**config.mk**
```make
export PLATFORM = sky130hd
export DESIGN_NAME = noise_arbiter
export DESIGN_NICKNAME = d
export VERILOG_FILES = /design/src/rtl/noise_pkg.sv /design/src/rtl/lfsr_step.sv /design/src/rtl/noise_arbiter.sv
export SDC_FILE = /design/constraint.sdc
export NUM_CORES = 1
export LEC_CHECK = 0
export ABC_AREA = 0
export CAP_MARGIN = 20
export CORE_MARGIN = 3
export CORE_UTILIZATION = 62
export DETAILED_ROUTE_END_ITERATION = 12
export HOLD_SLACK_MARGIN = 0.1
export PLACE_DENSITY = 0.83
export SLEW_MARGIN = 25
export SYNTH_ARGS = -nofsm -noshare
export SYNTH_HDL_FRONTEND = slang
export SYNTH_SLANG_ARGS = --single-unit
```
**constraint.sdc**
```tcl
create_clock -name clk -period 3.5 [get_ports clk]
set_clock_uncertainty 0.1 [all_clocks]
set_input_delay 0.7 -clock clk [delete_from_list [all_inputs] [get_ports clk]]
set_output_delay 0.7 -clock clk [all_outputs]
set_load 0.1 [all_outputs]
```
**src/rtl/noise_pkg.sv**
```systemverilog
// Shared types and constants for the noise arbiter: FSM states, default seed, LFSR taps.
package noise_pkg;

  typedef enum logic [1:0] {
    IDLE  = 2'd0,
    BURST = 2'd1,
    DONE  = 2'd2
  } state_t;

  localparam logic [30:0] DEFAULT_SEED = 31'h608420dd;
  localparam int TAP_HI = 30;
  localparam int TAP_LO = 2;

  function automatic logic [30:0] lfsr_next(input logic [30:0] sr);
    return {sr[29:0], sr[TAP_LO] ^ sr[TAP_HI]};
  endfunction

endpackage

```
**src/rtl/lfsr_step.sv**
```systemverilog
// 31-bit noise LFSR with step enable and load; the next-state value is exported so callers can
// sample post-step bits in the same cycle. NOISE_ARB_LOCKUP_GUARD_EN adds zero-state recovery and a sticky lockup flag.
module lfsr_step
  import noise_pkg::*;
#(
  parameter logic [30:0] SEED   = DEFAULT_SEED,
  parameter int          WORD_W = 8
) (
  input  logic              clk,
  input  logic              rst,
  input  logic              i_step,
  input  logic              i_load,
  input  logic [30:0]       i_load_val,
  output logic [WORD_W-1:0] o_next_word,
  output logic              o_next_msb
`ifdef NOISE_ARB_LOCKUP_GUARD_EN
  ,
  output logic              o_lockup
`endif
);

  logic [30:0] r_sr;
  logic [30:0] w_next;

`ifdef NOISE_ARB_LOCKUP_GUARD_EN
  // A zero SEED would reload zero forever, so fall back to the package default in that case.
  localparam logic [30:0] RELOAD = (SEED != 31'd0) ? SEED : DEFAULT_SEED;
  logic r_lockup;
`endif

  always_comb begin
    w_next = r_sr;
    if (i_load) begin
      w_next = i_load_val;
    end else if (i_step) begin
      w_next = lfsr_next(r_sr);
    end
`ifdef NOISE_ARB_LOCKUP_GUARD_EN
    if (r_sr == 31'd0) begin
      w_next = RELOAD;
    end
`endif
  end

  always_ff @(posedge clk or posedge rst) begin
    if (rst) begin
      r_sr <= SEED;
    end else begin
      r_sr <= w_next;
    end
  end

`ifdef NOISE_ARB_LOCKUP_GUARD_EN
  always_ff @(posedge clk or posedge rst) begin
    if (rst) begin
      r_lockup <= 1'b0;
    end else if (r_sr == 31'd0) begin
      r_lockup <= 1'b1;
    end
  end

  assign o_lockup = r_lockup;
`endif

  assign o_next_word = w_next[WORD_W-1:0];
  assign o_next_msb  = w_next[30];

endmodule

```
**src/rtl/noise_arbiter.sv**
```systemverilog
// Shares one LFSR between a TICK_HZ audio noise bit and round-robin word requesters (grant WORD_W+1 cycles after req is seen).
// Requesters hold req until granted; optional NOISE_ARB_LOCKUP_GUARD_EN adds the lockup output.
module noise_arbiter
  import noise_pkg::*;
#(
  parameter int          NUM_REQ = 4,
  parameter int          WORD_W  = 8,
  parameter logic [30:0] SEED    = DEFAULT_SEED,
  parameter int          CLK_HZ  = 100_000_000,
  parameter int          TICK_HZ = 80_000
) (
  input  logic               clk,
  input  logic               rst,
  input  logic [NUM_REQ-1:0] req,
  output logic [NUM_REQ-1:0] gnt,
  output logic [WORD_W-1:0]  data,
  output logic               v,
  output logic               tick
`ifdef NOISE_ARB_LOCKUP_GUARD_EN
  ,
  output logic               lockup
`endif
);

  localparam int DIV = CLK_HZ / TICK_HZ;
  localparam int CW  = $clog2(DIV);
  localparam int IW  = $clog2(NUM_REQ);
  localparam int BW  = $clog2(WORD_W + 1);
  localparam logic [NUM_REQ-1:0] ONE = NUM_REQ'(1);

  logic [CW-1:0]      r_cnt;
  state_t             r_state;
  logic [IW-1:0]      r_ptr;
  logic [IW-1:0]      r_win;
  logic [BW-1:0]      r_bcnt;
  logic [NUM_REQ-1:0] r_mask;
  logic [NUM_REQ-1:0] r_gnt;
  logic [WORD_W-1:0]  r_data;
  logic               r_v;

  logic               w_tick;
  logic               w_step;
  logic [NUM_REQ-1:0] w_elig;
  logic               w_found;
  logic [IW-1:0]      w_pick;
  logic [IW:0]        w_sum;
  logic [WORD_W-1:0]  w_next_word;
  logic               w_next_msb;

  assign w_tick = (r_cnt == CW'(DIV - 1));
  assign w_step = w_tick || (r_state == BURST);
  assign w_elig = req & ~r_mask;

  always_ff @(posedge clk or posedge rst) begin
    if (rst) begin
      r_cnt <= '0;
    end else if (w_tick) begin
      r_cnt <= '0;
    end else begin
      r_cnt <= r_cnt + 1'b1;
    end
  end

  // Scan offsets high to low so the nearest eligible requester at or after ptr is the last to win.
  always_comb begin
    w_found = 1'b0;
    w_pick  = r_ptr;
    w_sum   = '0;
    for (int k = NUM_REQ - 1; k >= 0; k--) begin
      w_sum = {1'b0, r_ptr} + (IW+1)'(k);
      if (w_sum >= (IW+1)'(NUM_REQ)) begin
        w_sum = w_sum - (IW+1)'(NUM_REQ);
      end
      if (w_elig[w_sum[IW-1:0]]) begin
        w_found = 1'b1;
        w_pick  = w_sum[IW-1:0];
      end
    end
  end

  lfsr_step #(
    .SEED   (SEED),
    .WORD_W (WORD_W)
  ) u_lfsr (
    .clk         (clk),
    .rst         (rst),
    .i_step      (w_step),
    .i_load      (1'b0),
    .i_load_val  (31'd0),
    .o_next_word (w_next_word),
    .o_next_msb  (w_next_msb)
`ifdef NOISE_ARB_LOCKUP_GUARD_EN
    ,
    .o_lockup    (lockup)
`endif
  );

  always_ff @(posedge clk or posedge rst) begin
    if (rst) begin
      r_v <= 1'b0;
    end else if (w_tick) begin
      r_v <= w_next_msb;
    end
  end

  // gnt and data are registered on the last burst edge so they are both visible during DONE.
  always_ff @(posedge clk or posedge rst) begin
    if (rst) begin
      r_state <= IDLE;
      r_ptr   <= '0;
      r_win   <= '0;
      r_bcnt  <= '0;
      r_mask  <= '0;
      r_gnt   <= '0;
      r_data  <= '0;
    end else begin
      r_gnt  <= '0;
      r_mask <= '0;
      case (r_state)
        IDLE: begin
          if (w_found) begin
            r_win   <= w_pick;
            r_bcnt  <= '0;
            r_state <= BURST;
          end
        end
        BURST: begin
          r_bcnt <= r_bcnt + 1'b1;
          if (r_bcnt == BW'(WORD_W - 1)) begin
            r_gnt   <= ONE << r_win;
            r_data  <= w_next_word;
            r_state <= DONE;
          end
        end
        DONE: begin
          r_ptr   <= (r_win == IW'(NUM_REQ - 1)) ? '0 : r_win + 1'b1;
          r_mask  <= ONE << r_win;
          r_state <= IDLE;
        end
        default: r_state <= IDLE;
      endcase
    end
  end

  assign gnt  = r_gnt;
  assign data = r_data;
  assign v    = r_v;
  assign tick = w_tick;

endmodule

```
== Word-level counts from Yosys, hierarchy flattened ==
Index checks and enable logic that the tools add are counted.
Operators by class
  $add $sub $neg: 10
  $lt $le $gt $ge: 8
  equal/unequal tests: 7
  shifts and indexed selects: 1
  muxes and demuxes: 31
  bitwise operators: 3
  reductions and logical operators: 7
Operator list (number)
  $mux 31: 1
  $mux 2: 11
  $mux 4: 4
  $lt 2x3->1 const B: 4
  $add 11x1->11 const B: 1
  $eq 11x11->1 const B: 1
  $mux 11: 1
  $ge 3x3->1 const B: 3
  $bmux 1 s2: 4
  $mux 1: 8
  $pmux 4 s2: 1
  $reduce_and 2->1: 4
  $sub 2x1->2 const B: 4
  $add 2x2->3 const B: 2
  $add 4x1->4 const B: 1
  $and 4x4->4: 1
  $eq 2x2->1 const B: 2
  $eq 4x3->1 const B: 1
  $not 4->4: 1
  $pmux 2 s2: 1
  $shl 1x2->4 const A: 1
  $add 2x1->3 const B: 1
  $ge 2x3->1 const B: 1
  $add 2x1->2 const B: 1
  other kinds (7): 7
Storage, ports and cells
  flip-flop bits (word level): 69
  input port bits: 6
  logic and storage cells: 78

== Longest topological paths before layout ==
  depth in word-level cells: 11
  gate-level depth with buffers: 7

== By module ==
Synthesis repeated with hierarchy kept, for this count alone.
Second synthesis, totals
  cells, all modules: 298
  area, all modules: 3319.4 sq um
By module, submodules not included
  noise_arbiter: times used 1, cells each 152, area an instance 1784.2 sq um, seq. area each 950.9 sq um
  lfsr_step: times used 1, cells each 146, area an instance 1535.2 sq um, seq. area each 789.5 sq um

== Worst setup path before layout ==
OpenSTA, ideal clock, no wires.
  path type: flip-flop to output port
  from: register r_cnt[1]
  to: output tick
  arrival: 3.045 ns
  path slack: -0.345 ns
  stages on the path, launching flop included: 5
  path through: dfrtp_1 -> inv_1 -> ha_1 -> or3b_1 -> nor3_1
On the way
  cells in the longest elaborated chain, start to end: 1
RTL lines
  start: declaration: RTL line noise_arbiter.sv:31  | logic [CW-1:0] r_cnt;
  start signal: assignment: RTL line noise_arbiter.sv:60  | r_cnt <= r_cnt + 1'b1;
  $eq 11x11->1: RTL line noise_arbiter.sv:50  | assign w_tick = (r_cnt == CW'(DIV - 1));
  end: declaration: RTL line noise_arbiter.sv:18  | output logic tick
No other way between the ends.

== Worst setup path after layout ==
Ends and elaborated chain as after synthesis.

==> flow_summary.ini <==
[run_status]
status = complete, no violations

[clock_tree]
hold_buffers = 0
cts_buffers = 9
clock_path_buffers = 2
clockRootBuffer = clkbuf_8
post_cts_buffers = 0
cts_resized = 0
cts_tree = yes
clk_pin_slew_ps = 70
cts_htree_levels = 3
cts_sinks = 69
clock_latency_ps = 330

[route]
via_count = 1644
first_pass_iters = 4
wl_microns = 4520
viasPerCell = 5.50
wl_met2_microns = 2130
met1_length_microns = 2170
drtIter0Drc = 82
top_layer_used = met4
route.detailed.drc = 0
routedWlPerCell_microns = 15.1
met3_length_microns = 128
postRouteAntennaNets = 0

[timing]
rsz0062_at_grt = no
worst_pin_slew_ps = 993
period_needed_ps = 2680
maxSlewHeadroom_pct = 33.6
tns_ps = 0
setup_viol = 0
report.final.slew_viol_count = 0
fin_crit_sh_pct = 76.5
hold_viol_final = 0
fmax_mhz = 373

[finish]
seqCellArea_sq_mm = 0.00174
multi_input_area_sq_mm = 0.00120
antenna_cells = 0
most-common-layout-cells = 58 x dfrtp_1, 30 x mux2_4, 13 x mux2_2, 12 x clkdlybuf4s50_1
fill_cells = 284
layout-drive-gt1-share_pct = 34.4
syn_to_final_growth_pct = 16.2
final_common_cell = dfrtp_1
nets = 255

[grt]
grt_pass1_wl_microns = 7920
grt_overflow = 0
grt_pass1_vias = 1731
track_usage_pct = 18.9
antenna_found_initial = 0
grt_max_degree = 70

[worst_setup_path]
cp.required_ps = 2700
cp_max_fo = 4
crit_type = reg -> out
critPathMaxStageDelay_ps = 410
cp_slowest_cell = dfrtp_1
startpoint_type = register
rr_startpoint = r_cnt[1]$_DFF_PP0_
path_cells = inv_1 > ha_1 > or3b_1 > nor3_2 > buf_4
crit_path_end_kind = output pin
worst-endpoint-arrival_ps = 1880
cp-startpoint = r_cnt[1]$_DFF_PP0_

[synthesis]
synth_area_sq_mm = 0.00300
syn_inst = 212
synth.largest_area_cell = dfrtp_1
ys_seq_area_share_pct = 58.1
synth_area_per_cell_sq_um = 14.1
synth.distinct_cells = 33
synth_nets = 225
synth-seq-cells = 69
netlist_top_cells_area = dfrtp_1 48%, mux2_4 15%, dfstp_2 9.6%
yosysWarnings = 0
synth_top_area_share_pct = 48.4

[min_path]
hp-class = reg -> reg
min_from = r_cnt[10]$_DFF_PP0_

[pwr]
finalPower_mw = 2.10
power_leakage_nw = 1.66
peakVddDrop_mv = 0.378
pwr_density_cell_mw_per_mm2 = 602

[place]
dp.final_hpwl_microns = 2990
portBuffers = 19
finalWeightedCongestion = 0.771

[floorplan]
die_y_microns = 75.5
design.die.area_sq_mm = 0.00571
io_pins = 20
start_util_pct = 66.6
num_rows = 24
coreArea_sq_mm = 0.00450
die-width_microns = 75.5

[job]
maxCapViolCount = 0
## path summary, 6_finish.rpt
path	to	slack [ps]	cells after the start
worst max register to register	u_lfsr.r_sr[12]$_DFFE_PP0N_	1100	7
worst max-delay path	tick	820	5
worst min register to register	r_cnt[10]$_DFF_PP0_	390	1
min in group asynchronous	u_lfsr.r_sr[22]$_DFFE_PP0N_	660	3
max in group asynchronous	u_lfsr.r_sr[3]$_DFF_PP1_	2310	3
worst min-delay path	r_cnt[10]$_DFF_PP0_	390	1
## critical path, delay by kind of cell, from the launching register on
family	cells	cell delay [ps]
and+or+nand+nor	2	620
DFF	1	410
buffers and inverters	2	380
adders and majority gates	1	120
## power breakdown
group | internal (mW) | switching, mW | total (mW)
Combinational | 0.212 | 0.267 | 0.479
Sequential | 0.852 | 0.0502 | 0.903
Clock | 0.438 | 0.277 | 0.715
Total | 1.50 | 0.595 | 2.10
## metal layers
| metal | GRT usage (%) | vias up |
|---|---|---|
| li1 | - | 789 |
| met1 | 24.9 | 822 |
| met2 | 28.7 | 25 |
| met3 | 5.15 | 8 |
| met4 | 10.1 | 0 |
| met5 | 0 | - |
## kinds of logic (layout without fill, tap and decap cells)
logic type      Yosys count  in the layout  synth area share [%]
compound gates           17             17                  3.38
xor+xnor                 10             10                  2.92
fa+ha+maj                 7              7                  2.92
buf+inv                  10             45                  2.04
flops                    69             69                  58.1
mux                      43             43                  19.9
simple gates             56             56                  10.8
## layout make-up
type | count | share of cell area (%)
inverters | 6 | 0.647
flip-flops and latches | 69 | 50.0
multi-input cells | 133 | 34.5
repair buffers | 23 | 6.54
well taps | 52 | 1.87
clock buffers | 12 | 4.46
clock inverters | 4 | 2.01
## sequential cells by signal (all words and copies together), names as in the netlist
| signal | flops |
|---|---|
| r_state | 2 |
| v | 1 |
| r_mask | 4 |
| r_bcnt | 4 |
| data | 8 |
| r_cnt | 11 |
| r_win | 2 |
| r_ptr | 2 |
| gnt | 4 |
| u_lfsr.r_sr | 31 |
## cell usage after synthesis, drive strengths merged
cell and n:
dfrtp 58, mux2 43, dfstp 11, and2 10
nor2 10, nand2 9, ha 7, o21ai 7
inv 6, nor2b 6, xnor2 5, xor2 5
buf 4, nand2b 4, nand3 4, nand4 4
nor3 4, a21oi 3, o22ai 2, a21boi 1
a22o 1, a31oi 1, and3 1, nand3b 1
o21a 1, o41ai 1, or3 1, or3b 1
or4b 1
## metrics by stage
step	hold WS, ps	cell area (sq um)	worst slack (ps)	util [%]	std cells
finish	386	3480	821	77.3	299
global route	415	3480	720	77.3	299
CTS	389	3480	789	77.3	299
detailed placement	379	3260	1110	72.3	283
global placement	383	3240	1100	71.9	282
floorplan	350	3000	497	-	212
Power figures use the tool's default switching activity.
